`src/rtl/tag_pkg.sv`:
```
// Shared defaults and tag type for the reorder-buffer tag free list.
package tag_pkg;
    localparam int TAG_W_DEF    = 5;
    localparam int NUM_TAGS_DEF = 32;

    typedef logic [TAG_W_DEF-1:0] tag_t;
endpackage

```
`src/rtl/tagfifo_ptr.sv`:
```
// Modulo-NUM_TAGS pointer with +0/+1/+2 advance and a combinational ptr+1 view.
module tagfifo_ptr
    import tag_pkg::*;
#(
    parameter int TAG_W    = TAG_W_DEF,
    parameter int NUM_TAGS = NUM_TAGS_DEF
) (
    input  logic             clock,
    input  logic             reset,
    input  logic             i_clear,
    input  logic [1:0]       i_adv,
    output logic [TAG_W-1:0] o_ptr,
    output logic [TAG_W-1:0] o_ptr_p1
);

    logic [TAG_W-1:0] r_ptr;

    // One extra bit holds ptr+2 before folding back below NUM_TAGS.
    function automatic logic [TAG_W-1:0] wrap_add(input logic [TAG_W-1:0] ptr,
                                                  input logic [1:0]       inc);
        logic [TAG_W:0] sum;
        sum = {1'b0, ptr} + {{(TAG_W-1){1'b0}}, inc};
        if (sum >= (TAG_W+1)'(NUM_TAGS))
            sum = sum - (TAG_W+1)'(NUM_TAGS);
        return sum[TAG_W-1:0];
    endfunction

    always_ff @(posedge clock or posedge reset) begin
        if (reset)
            r_ptr <= '0;
        else if (i_clear)
            r_ptr <= '0;
        else
            r_ptr <= wrap_add(r_ptr, i_adv);
    end

    assign o_ptr    = r_ptr;
    assign o_ptr_p1 = wrap_add(r_ptr, 2'd1);

endmodule

```
`src/rtl/tag_freelist.sv`:
```
// Dual-port free list of reorder-buffer tags: up to two allocations and two returns per cycle.
module tag_freelist
    import tag_pkg::*;
#(
    parameter int TAG_W     = TAG_W_DEF,
    parameter int NUM_TAGS  = NUM_TAGS_DEF,
    parameter int AEMPTY_TH = 2
) (
    input  logic             clock,
    input  logic             reset,
    input  logic [TAG_W-1:0] RB_Tag,
    input  logic             RB_Tag_Valid,
    input  logic [TAG_W-1:0] RB_Tag1,
    input  logic             RB_Tag1_Valid,
    input  logic             Rd_en,
    input  logic             Rd_en1,
    input  logic             Flush,
    output logic [TAG_W-1:0] Tag_Out,
    output logic [TAG_W-1:0] Tag_Out1,
    output logic             tagFifo_full,
    output logic             tagFifo_empty,
    output logic             tagFifo_aempty,
    output logic [TAG_W:0]   tagFifo_count,
    output logic             tagFifo_err
);

    localparam logic [TAG_W+1:0] LP_N = (TAG_W+2)'(NUM_TAGS);

    logic [TAG_W-1:0] r_mem [NUM_TAGS];
    logic [TAG_W:0]   r_count;
    logic             r_err;

    logic [TAG_W-1:0] w_rd_ptr, w_rd_ptr1, w_wr_ptr, w_wr_ptr1, w_wr_addr1;
    logic [1:0]       w_pop_req, w_pop_grant, w_push_req, w_push_acc;
    logic [1:0]       w_rd_adv, w_wr_adv;
    logic             w_proto_err, w_pop_ok, w_push_ok, w_err_set;
    logic [TAG_W+1:0] w_space;
    logic [TAG_W:0]   w_count_nxt;

    assign w_proto_err = Rd_en1 & ~Rd_en;
    assign w_pop_req   = {1'b0, Rd_en} + {1'b0, Rd_en & Rd_en1};
    assign w_pop_ok    = {1'b0, r_count} >= {{TAG_W{1'b0}}, w_pop_req};
    assign w_pop_grant = w_pop_ok ? w_pop_req : 2'd0;

    // Pops granted this cycle free space for this cycle's pushes.
    assign w_push_req  = {1'b0, RB_Tag_Valid} + {1'b0, RB_Tag1_Valid};
    assign w_space     = {1'b0, r_count} - {{TAG_W{1'b0}}, w_pop_grant}
                       + {{TAG_W{1'b0}}, w_push_req};
    assign w_push_ok   = w_space <= LP_N;
    assign w_push_acc  = w_push_ok ? w_push_req : 2'd0;

    assign w_err_set   = w_proto_err | ~w_pop_ok | ~w_push_ok;
    assign w_count_nxt = r_count - {{(TAG_W-1){1'b0}}, w_pop_grant}
                       + {{(TAG_W-1){1'b0}}, w_push_acc};

    assign w_rd_adv    = Flush ? 2'd0 : w_pop_grant;
    assign w_wr_adv    = Flush ? 2'd0 : w_push_acc;
    assign w_wr_addr1  = RB_Tag_Valid ? w_wr_ptr1 : w_wr_ptr;

    tagfifo_ptr #(.TAG_W(TAG_W), .NUM_TAGS(NUM_TAGS)) u_rd_ptr (
        .clock    (clock),
        .reset    (reset),
        .i_clear  (Flush),
        .i_adv    (w_rd_adv),
        .o_ptr    (w_rd_ptr),
        .o_ptr_p1 (w_rd_ptr1)
    );

    tagfifo_ptr #(.TAG_W(TAG_W), .NUM_TAGS(NUM_TAGS)) u_wr_ptr (
        .clock    (clock),
        .reset    (reset),
        .i_clear  (Flush),
        .i_adv    (w_wr_adv),
        .o_ptr    (w_wr_ptr),
        .o_ptr_p1 (w_wr_ptr1)
    );

    // Flip-flop storage so reset and Flush both restore the identity list in one edge.
    always_ff @(posedge clock or posedge reset) begin
        if (reset) begin
            for (int i = 0; i < NUM_TAGS; i++)
                r_mem[i] <= TAG_W'(i);
        end else if (Flush) begin
            for (int i = 0; i < NUM_TAGS; i++)
                r_mem[i] <= TAG_W'(i);
        end else if (w_push_ok) begin
            if (RB_Tag_Valid)
                r_mem[w_wr_ptr] <= RB_Tag;
            if (RB_Tag1_Valid)
                r_mem[w_wr_addr1] <= RB_Tag1;
        end
    end

    always_ff @(posedge clock or posedge reset) begin
        if (reset) begin
            r_count <= (TAG_W+1)'(NUM_TAGS);
            r_err   <= 1'b0;
        end else if (Flush) begin
            r_count <= (TAG_W+1)'(NUM_TAGS);
        end else begin
            r_count <= w_count_nxt;
            r_err   <= r_err | w_err_set;
        end
    end

    assign Tag_Out        = r_mem[w_rd_ptr];
    assign Tag_Out1       = r_mem[w_rd_ptr1];
    assign tagFifo_count  = r_count;
    assign tagFifo_full   = r_count == (TAG_W+1)'(NUM_TAGS);
    assign tagFifo_empty  = r_count == '0;
    assign tagFifo_aempty = r_count <= (TAG_W+1)'(AEMPTY_TH);
    assign tagFifo_err    = r_err;

endmodule
```
`config.mk`:
```
export PLATFORM = sky130hd
export DESIGN_NAME = tag_freelist
export DESIGN_NICKNAME = d
export VERILOG_FILES = /design/src/rtl/tag_pkg.sv /design/src/rtl/tagfifo_ptr.sv /design/src/rtl/tag_freelist.sv
export SDC_FILE = /design/constraint.sdc
export NUM_CORES = 1
export LEC_CHECK = 0
export CAP_MARGIN = 5
export CORE_MARGIN = 1
export CORE_UTILIZATION = 31
export DETAILED_ROUTE_END_ITERATION = 12
export MAX_ROUTING_LAYER = met4
export SLEW_MARGIN = 40
export SYNTH_ARGS = -nofsm -noshare
export SYNTH_HDL_FRONTEND = slang
export SYNTH_SLANG_ARGS = --single-unit
```
`constraint.sdc`:
```
create_clock -name clock -period 17.2 [get_ports clock]
set_clock_uncertainty 0.15 [all_clocks]
set_input_delay 1.72 -clock clock [delete_from_list [all_inputs] [get_ports clock]]
set_output_delay 1.72 -clock clock [all_outputs]
set_load 0.03 [all_outputs]
```
==> results_tabular.tex, run 1 <==
\begin{tabular}{lr}
\hline
Metric & Value \\
\hline
\multicolumn{2}{l}{\textbf{GRT}} \\
\quad Largest net degree at the start of global routing & 83 \\
\quad Global-route met2 utilization & 0.312 \\
\quad Grt peak-use layer & met2 \\
\quad Grt ovf & 0 \\
\quad Overall fraction of global-route tracks in use & 0.205 \\
\quad Met3 Track Usage GR & 0.0319 \\
\quad Via count of the first global-routing pass & 12600 \\
\quad Met1 capacity usage during global routing & 0.277 \\
\quad Antenna violations before repair & 0 \\
\quad Wire length of the first global-routing pass & 78000 um \\
\multicolumn{2}{l}{\textbf{Worst setup path}} \\
\quad CP required & 17.42 ns \\
\quad CP Class & input pin to register \\
\quad Data arrival time at the worst-slack endpoint & 8.67 ns \\
\quad CP max stage cell & sky130\_fd\_sc\_hd\_\_buf\_6 \\
\quad Cell type with the highest occurrence count on the critical path & sky130\_fd\_sc\_hd\_\_ha\_1 \\
\quad Number of cells on the worst reg-to-reg path & 29 \\
\quad Kind of start point of the critical path & input pin \\
\quad Maximum single-stage delay on the critical path & 0.68 ns \\
\quad Worst setup EP type & register \\
\quad Critical-path maximum fanout & 61 \\
\multicolumn{2}{l}{\textbf{Floorplanning}} \\
\quad Horizontal die dimension & 227 um \\
\quad Area of the die & 51700 um2 \\
\quad Area of the core region & 50200 um2 \\
\quad Height of the die & 227 um \\
\quad Effective utilization at floorplan & 0.314 \\
\quad Total I/O pin count & 37 \\
\quad Number of placement rows & 82 \\
\multicolumn{2}{l}{\textbf{Hold path}} \\
\quad Number of stages on the worst hold path & 2 \\
\quad Worst min-delay path class & register to register \\
\multicolumn{2}{l}{\textbf{Power}} \\
\quad PnR Total Power & 2060 uW \\
\quad Pwr per Cell Area & 121 nW/um2 \\
\quad Worst supply voltage drop on vdd & 0.000212 V \\
\quad Pleak & 0.00618 uW \\
\multicolumn{2}{l}{\textbf{Yosys}} \\
\quad Area share of xor/xnor cells in the synthesized design & 0.00778 \\
\quad Area fraction in and, or, nand and nor cells after synthesis & 0.131 \\
\quad Sequential fraction of the synthesis area & 0.288 \\
\quad Fraction of registers with async set/reset & 1.00 \\
\quad Adder and majority gate portion of the synthesized area & 0.0299 \\
\quad Number of synthesis warnings & 0 \\
\quad Mean post-synth cell area & 9.82 um2 \\
\quad Primary flip-flop cell chosen by synthesis mapping & sky130\_fd\_sc\_hd\_\_dfrtp\_1 \\
\quad Number of distinct library cell variants in the gate-level netlist after synthesis & 64 \\
\quad Post-Synthesis Cells & 1605 \\
\quad Synthesized Nets & 1656 \\
\quad Syn Std Cell Area & 15800 um2 \\
\quad Main combinational cell family by area after synthesis & multiplexers \\
\quad Total of flip-flops plus latches after synthesis & 177 \\
\quad EDFF count, synth & 0 \\
\quad Fraction of synthesized area in multiplexers & 0.357 \\
\quad Complex-gate fraction of the synthesized area & 0.131 \\
\multicolumn{2}{l}{\textbf{Layout}} \\
\quad Layout overhead on the synthesized area & 8.19\% \\
\quad Fraction of layout cells with a size suffix above 1 & 0.218 \\
\quad Final layout net count & 1581 \\
\multicolumn{2}{l}{\textbf{Drt}} \\
\quad Routed length per instance & 22.8 um \\
\quad Number of DRC violations after detailed routing & 0 \\
\quad Antenna-violating nets left & 0 \\
\quad Routed vias/inst & 5.91 \\
\quad Total number of vias & 13100 \\
\quad First-pass detailed-route iteration total & 5 \\
\quad First DRT Iteration DRCs & 1516 \\
\quad Detailed Route WL & 50500 um \\
\multicolumn{2}{l}{\textbf{Timing}} \\
\quad Setup repair after global routing missed its margin & no \\
\quad Post-route fraction of the period consumed by the critical path & 0.491 \\
\quad Final setup violating endpoints & 0 \\
\quad Achievable frequency & 118 MHz \\
\quad Slew of the pin with the lowest slew margin & 0.866 ns \\
\quad Relative slew margins & 0.420 \\
\quad Setup slack of the critical path after layout & 8.75 ns \\
\quad Hold Violations, Final & 0 \\
\quad Post-Route Setup TNS & 0 ns \\
\quad Final worst path period need & 8.45 ns \\
\quad Max-slew violation total from the final report & 0 \\
\multicolumn{2}{l}{\textbf{Clock network}} \\
\quad \# Post-CTS Setup Buffers & 0 \\
\quad Clock buffer depth & 2 \\
\quad CTS tree & yes \\
\quad Clock transition at the registers of the reported paths & 0.08 ns \\
\quad Clock buffers created by TritonCTS & 17 \\
\quad Clk Tree Root Cell & sky130\_fd\_sc\_hd\_\_clkbuf\_16 \\
\quad Total number of clock tree sinks & 177 \\
\quad Hold-fix buffers, CTS & 0 \\
\quad Worst-skew pair later-pin latency & 0.46 ns \\
\quad Post-cts sizing count & 0 \\
\quad H-Tree Depth & 4 \\
\multicolumn{2}{l}{\textbf{Run status}} \\
\quad Run status & completed \\
\multicolumn{2}{l}{\textbf{Placed design}} \\
\quad Half-perimeter wire length of the detailed placement result & 31100 um \\
\quad Place WS & 8.33 ns \\
\quad Port Buf Inserts & 36 \\
\quad Placer's final routability congestion estimate & 0.913 \\
\multicolumn{2}{l}{\textbf{Run}} \\
\quad Number of max-capacitance violations reported & 0 \\
\hline
\end{tabular}
power by group:
part	internal, uW	switching (uW)	leakage [uW]
registers	439	32.7	0.00218
clock network	198	199	0.000281
logic	492	697	0.00372
critical path: cells and delay by family:
| kind | cells | cell delay, ns |
|---|---|---|
| AND/OR/NAND/NOR | 7 | 0.97 |
| XOR/XNOR | 1 | 0.13 |
| AO/OA/AOI/OAI | 11 | 1.80 |
| buffers and inverters | 5 | 1.89 |
| adder cells (fa/ha/maj) | 6 | 2.00 |
cells in the final DEF (no fill, tap or decap), drive strengths merged, types with 58 or more instances in the layout:
| cell | Yosys | routed |
|---|---|---|
| mux2i | 268 | 268 |
| nand2 | 104 | 104 |
| nor2 | 161 | 161 |
| a21oi | 90 | 90 |
| mux4 | 100 | 100 |
| mux2 | 58 | 58 |
| dfstp | 81 | 81 |
| dfrtp | 96 | 96 |
| o21ai | 137 | 137 |
| or3 | 61 | 61 |
final cells by class:
cell class | count | area (um2)
Fill cell | 5025 | 33100
Multi-Input combinational cell | 1244 | 10400
Sequential cell | 177 | 4540
Tap cell | 672 | 841
Timing Repair Buffer | 67 | 611
Clock buffer | 18 | 450
Clock inverter | 14 | 115
Inverter | 23 | 92.6
Antenna cell | 1 | 2.50
routing by layer:
| metal | vias to the layer above | part of all wire |
|---|---|---|
| li1 | 5769 | - |
| met1 | 6655 | 0.43 |
| met2 | 590 | 0.46 |
| met3 | 83 | 0.075 |
| met4 | 0 | 0.027 |
| met5 | - | 0 |
cell usage after synthesis (all sizes together) (2+ instances only):
| library cell | count | share of area |
|---|---|---|
| a211o | 2 | 0.0011 |
| a211oi | 24 | 0.012 |
| a21boi | 2 | 0.00095 |
| a21oi | 90 | 0.033 |
| a32oi | 2 | 0.0011 |
| and2 | 4 | 0.0016 |
| and3 | 3 | 0.0012 |
| and3b | 3 | 0.0017 |
| buf | 56 | 0.025 |
| clkbuf | 105 | 0.025 |
| dfrtp | 96 | 0.15 |
| dfstp | 81 | 0.14 |
| fa | 6 | 0.0076 |
| ha | 28 | 0.022 |
| inv | 23 | 0.0055 |
| mux2 | 58 | 0.042 |
| mux2i | 268 | 0.17 |
| mux4 | 100 | 0.15 |
| nand2 | 104 | 0.025 |
| nand2b | 14 | 0.0056 |
| nand3 | 22 | 0.0070 |
| nand3b | 5 | 0.0026 |
| nand4 | 2 | 0.00079 |
| nor2 | 161 | 0.040 |
| nor2b | 29 | 0.012 |
| nor3 | 7 | 0.0022 |
| nor3b | 4 | 0.0019 |
| nor4b | 2 | 0.0011 |
| o211ai | 56 | 0.027 |
| o21a | 3 | 0.0014 |
| o21ai | 137 | 0.044 |
| o21bai | 4 | 0.0019 |
| o22a | 3 | 0.0022 |
| o22ai | 4 | 0.0016 |
| o311ai | 4 | 0.0022 |
| or2 | 8 | 0.0032 |
| or3 | 61 | 0.024 |
| or3b | 3 | 0.0017 |
| xnor2 | 8 | 0.0044 |
| xor2 | 6 | 0.0033 |
flip-flops by register name, summed over array words and instances (netlist names):
register and flops:
u_wr_ptr.o_ptr 5, u_rd_ptr.o_ptr 5, tagFifo_err 1, r_mem 160, tagFifo_count 6
path summary, 6_finish.rpt:
| kind | start | end | slack (ns) |
|---|---|---|---|
| worst max-delay path | Rd_en1 | tagFifo_count[5] | 8.75 |
| worst min-delay path | r_mem[44] | r_mem[44] | 0.39 |
| worst max register to register | tagFifo_count[0] | tagFifo_count[5] | 10.03 |
| worst min register to register | r_mem[44] | r_mem[44] | 0.39 |
| max in group asynchronous | reset | r_mem[134] | 13.53 |
| min in group asynchronous | reset | r_mem[15] | 1.55 |
per-stage QoR:
stage               hold slack (ns)  area (um2)   util  cells
finish                        0.385       17000  0.340   2216
CTS                           0.385       17000  0.339   2215
global route                  0.413       17000  0.340   2215
floorplan                     0.352       15800      -   1605
detailed placement            0.375       16500  0.328   2183
global placement              0.368       16400  0.328   2183
logic make-up (layout without fill, tap and decap cells):
family	count (synthesis)	count (layout)
compound gates	337	337
xor+xnor	14	14
fa+ha+maj	34	34
buf+inv	184	122
flops	177	177
mux	426	426
other cells	0	1
simple gates	433	433
Power figures use the tool's default switching activity.
==> run 2, diff against run 1 <==
==> constraint.sdc (replaced) <==
create_clock -name clock -period 8.6 [get_ports clock]
set_clock_uncertainty 0.15 [all_clocks]
set_input_delay 0.86 -clock clock [delete_from_list [all_inputs] [get_ports clock]]
set_output_delay 0.86 -clock clock [all_outputs]
set_load 0.03 [all_outputs]
==> run 2 against run 1 <==
Compared with the run above:
- count of clock-buffer cells in the layout is 2 higher
- global-route usage is 0.21 points higher
- worst hold slack better by 0.0048 ns
- die area stayed put
- critical endpoint is now tagFifo_count[4]
- largest power group unchanged
- highest routed layer unchanged
==> results_tabular.tex, run 2 (synthesized netlist as in run 1, its figures left out) <==
\begin{tabular}{lr}
\hline
Metric & Value \\
\hline
\multicolumn{2}{l}{\textbf{Floorplanning}} \\
\quad Number of placement rows & 82 \\
\quad Height of the die & 227 um \\
\quad Effective utilization at floorplan & 0.314 \\
\quad Area of the die & 51700 um2 \\
\quad Total I/O pin count & 37 \\
\quad Area of the core region & 50200 um2 \\
\quad Horizontal die dimension & 227 um \\
\multicolumn{2}{l}{\textbf{Worst setup path}} \\
\quad Critical-path maximum fanout & 6 \\
\quad CP max stage cell & sky130\_fd\_sc\_hd\_\_clkdlybuf4s50\_1 \\
\quad CP required & 8.78 ns \\
\quad Worst setup EP type & register \\
\quad CP Class & input pin to register \\
\quad Maximum single-stage delay on the critical path & 0.56 ns \\
\quad Kind of start point of the critical path & input pin \\
\quad Launching instance or port of the critical path & Rd\_en1 \\
\quad Beginning of the worst register-to-register path & tagFifo\_count[0] \\
\quad Data arrival time at the worst-slack endpoint & 6.82 ns \\
\multicolumn{2}{l}{\textbf{Layout}} \\
\quad Commonest non-fill, non-tap cell in the layout & sky130\_fd\_sc\_hd\_\_mux2i\_1 \\
\quad Layout overhead on the synthesized area & 8.29\% \\
\quad Most used cells in the layout excluding fill and tap cells & sky130\_fd\_sc\_hd\_\_mux2i\_1, sky130\_fd\_sc\_hd\_\_nor2\_1, sky130\_fd\_sc\_hd\_\_o21ai\_0 \\
\quad Number of flip-flops under the largest register name & 160 \\
\quad Most flop-heavy register & r\_mem \\
\quad Final layout net count & 1580 \\
\quad Fraction of layout cells with a size suffix above 1 & 0.215 \\
\quad Area taken by flip-flops and latches & 4540 um2 \\
\quad Multi-input logic area & 10400 um2 \\
\quad Number of fill cells & 4994 \\
\multicolumn{2}{l}{\textbf{Hold path}} \\
\quad Worst min-delay path class & register to register \\
\quad Worst hold path startpoint & r\_mem[59] \\
\multicolumn{2}{l}{\textbf{Timing}} \\
\quad Post-route fraction of the period consumed by the critical path & 0.773 \\
\quad Slew of the pin with the lowest slew margin & 0.929 ns \\
\quad Hold Violations, Final & 0 \\
\quad Setup repair after global routing missed its margin & no \\
\quad Final setup violating endpoints & 0 \\
\quad Achievable frequency & 150 MHz \\
\quad Relative slew margins & 0.381 \\
\quad Post-Route Setup TNS & 0 ns \\
\quad Max-slew violation total from the final report & 0 \\
\quad Final worst path period need & 6.65 ns \\
\multicolumn{2}{l}{\textbf{Clock network}} \\
\quad Clock buffer depth & 2 \\
\quad \# Post-CTS Setup Buffers & 0 \\
\quad Total number of clock tree sinks & 177 \\
\quad Clock transition at the registers of the reported paths & 0.07 ns \\
\quad Hold-fix buffers, CTS & 0 \\
\quad Post-cts sizing count & 0 \\
\quad Clock buffers created by TritonCTS & 17 \\
\quad CTS tree & yes \\
\quad Worst-skew pair later-pin latency & 0.47 ns \\
\quad H-Tree Depth & 4 \\
\quad Clk Tree Root Cell & sky130\_fd\_sc\_hd\_\_clkbuf\_16 \\
\multicolumn{2}{l}{\textbf{GRT}} \\
\quad Overall fraction of global-route tracks in use & 0.207 \\
\quad Antenna violations before repair & 2 \\
\quad Grt ovf & 0 \\
\quad Wire length of the first global-routing pass & 78900 um \\
\quad Largest net degree at the start of global routing & 109 \\
\quad Via count of the first global-routing pass & 12700 \\
\multicolumn{2}{l}{\textbf{Run status}} \\
\quad Run status & completed \\
\multicolumn{2}{l}{\textbf{Drt}} \\
\quad First-pass detailed-route iteration total & 5 \\
\quad Detailed Route WL & 51100 um \\
\quad Routed length per instance & 23.1 um \\
\quad Number of DRC violations after detailed routing & 0 \\
\quad Total number of vias & 13100 \\
\quad Routed vias/inst & 5.93 \\
\quad First DRT Iteration DRCs & 1435 \\
\quad Antenna-violating nets left & 0 \\
\multicolumn{2}{l}{\textbf{Placed design}} \\
\quad Half-perimeter wire length of the detailed placement result & 31200 um \\
\quad Placer's final routability congestion estimate & 0.881 \\
\quad Port Buf Inserts & 36 \\
\multicolumn{2}{l}{\textbf{Run}} \\
\quad Number of max-capacitance violations reported & 0 \\
\multicolumn{2}{l}{\textbf{Power}} \\
\quad Pwr per Cell Area & 241 nW/um2 \\
\quad Pleak & 0.00617 uW \\
\quad Worst supply voltage drop on vdd & 0.000834 V \\
\quad PnR Total Power & 4110 uW \\
\hline
\end{tabular}
[run 2: cell count changes in the layout (fill, tap and decap cells not counted), moves of 2 or more]
| cell | before | now |
|---|---|---|
| sky130_fd_sc_hd__clkinvlp_4 | 1 | 3 |
| sky130_fd_sc_hd__buf_12 | 0 | 2 |
| sky130_fd_sc_hd__clkinv_2 | 2 | 4 |
| sky130_fd_sc_hd__clkbuf_1 | 0 | 2 |
| sky130_fd_sc_hd__inv_6 | 7 | 2 |
| sky130_fd_sc_hd__buf_6 | 8 | 4 |
[run 2: area by class of cell]
class | count | share of cell area
sequential | 177 | 0.266
multi-input combinational | 1244 | 0.610
clock buffer | 20 | 0.0262
antenna | 1 | 0.000147
clock inverter | 12 | 0.00638
tap | 672 | 0.0493
inverter | 23 | 0.00587
timing repair buffer | 66 | 0.0359
[run 2: worst paths after layout]
| path | cells past startpoint | end | slack [ns] |
|---|---|---|---|
| worst min-delay path | 2 | r_mem[59] | 0.39 |
| worst max-delay path | 29 | tagFifo_count[4] | 1.95 |
| worst min register to register | 2 | r_mem[59] | 0.39 |
| worst max register to register | 28 | tagFifo_count[4] | 2.35 |
| min in group asynchronous | 2 | r_mem[35] | 0.70 |
| max in group asynchronous | 3 | r_mem[139] | 6.34 |
[run 2: worst max-delay path: cells and delay by family]
kind / cells / cell delay (ns)
simple gates: 10 / 1.48
buf+inv: 4 / 0.72
compound gates: 7 / 1.52
fa+ha+maj: 7 / 2.07
xor+xnor: 1 / 0.15
[run 2: power by group]
part / switching (uW) / total [uW] / internal (uW)
Combinational: 1390 / 2390 / 1000
Sequential: 58.6 / 936 / 878
Clock: 380 / 788 / 408
[run 2: metal layers]
metal  share of wire  track usage
met1            0.44        0.272
met2            0.46        0.316
met4           0.032       0.0775
met5               0            -
met3           0.071       0.0390
[run 2: per-stage QoR]
step                      area (um2)  hold WS (ns)  cells  setup slack (ns)  utilization
after floorplan                15800         0.352   1605              2.56            -
after global placement         16400         0.362   2181              1.78        0.328
after detailed placement       16500         0.376   2181              1.50        0.329
after CTS                      17000         0.387   2213              1.98        0.340
after global routing           17100         0.408   2215              1.54        0.340
final                          17100         0.390   2215              1.95        0.340
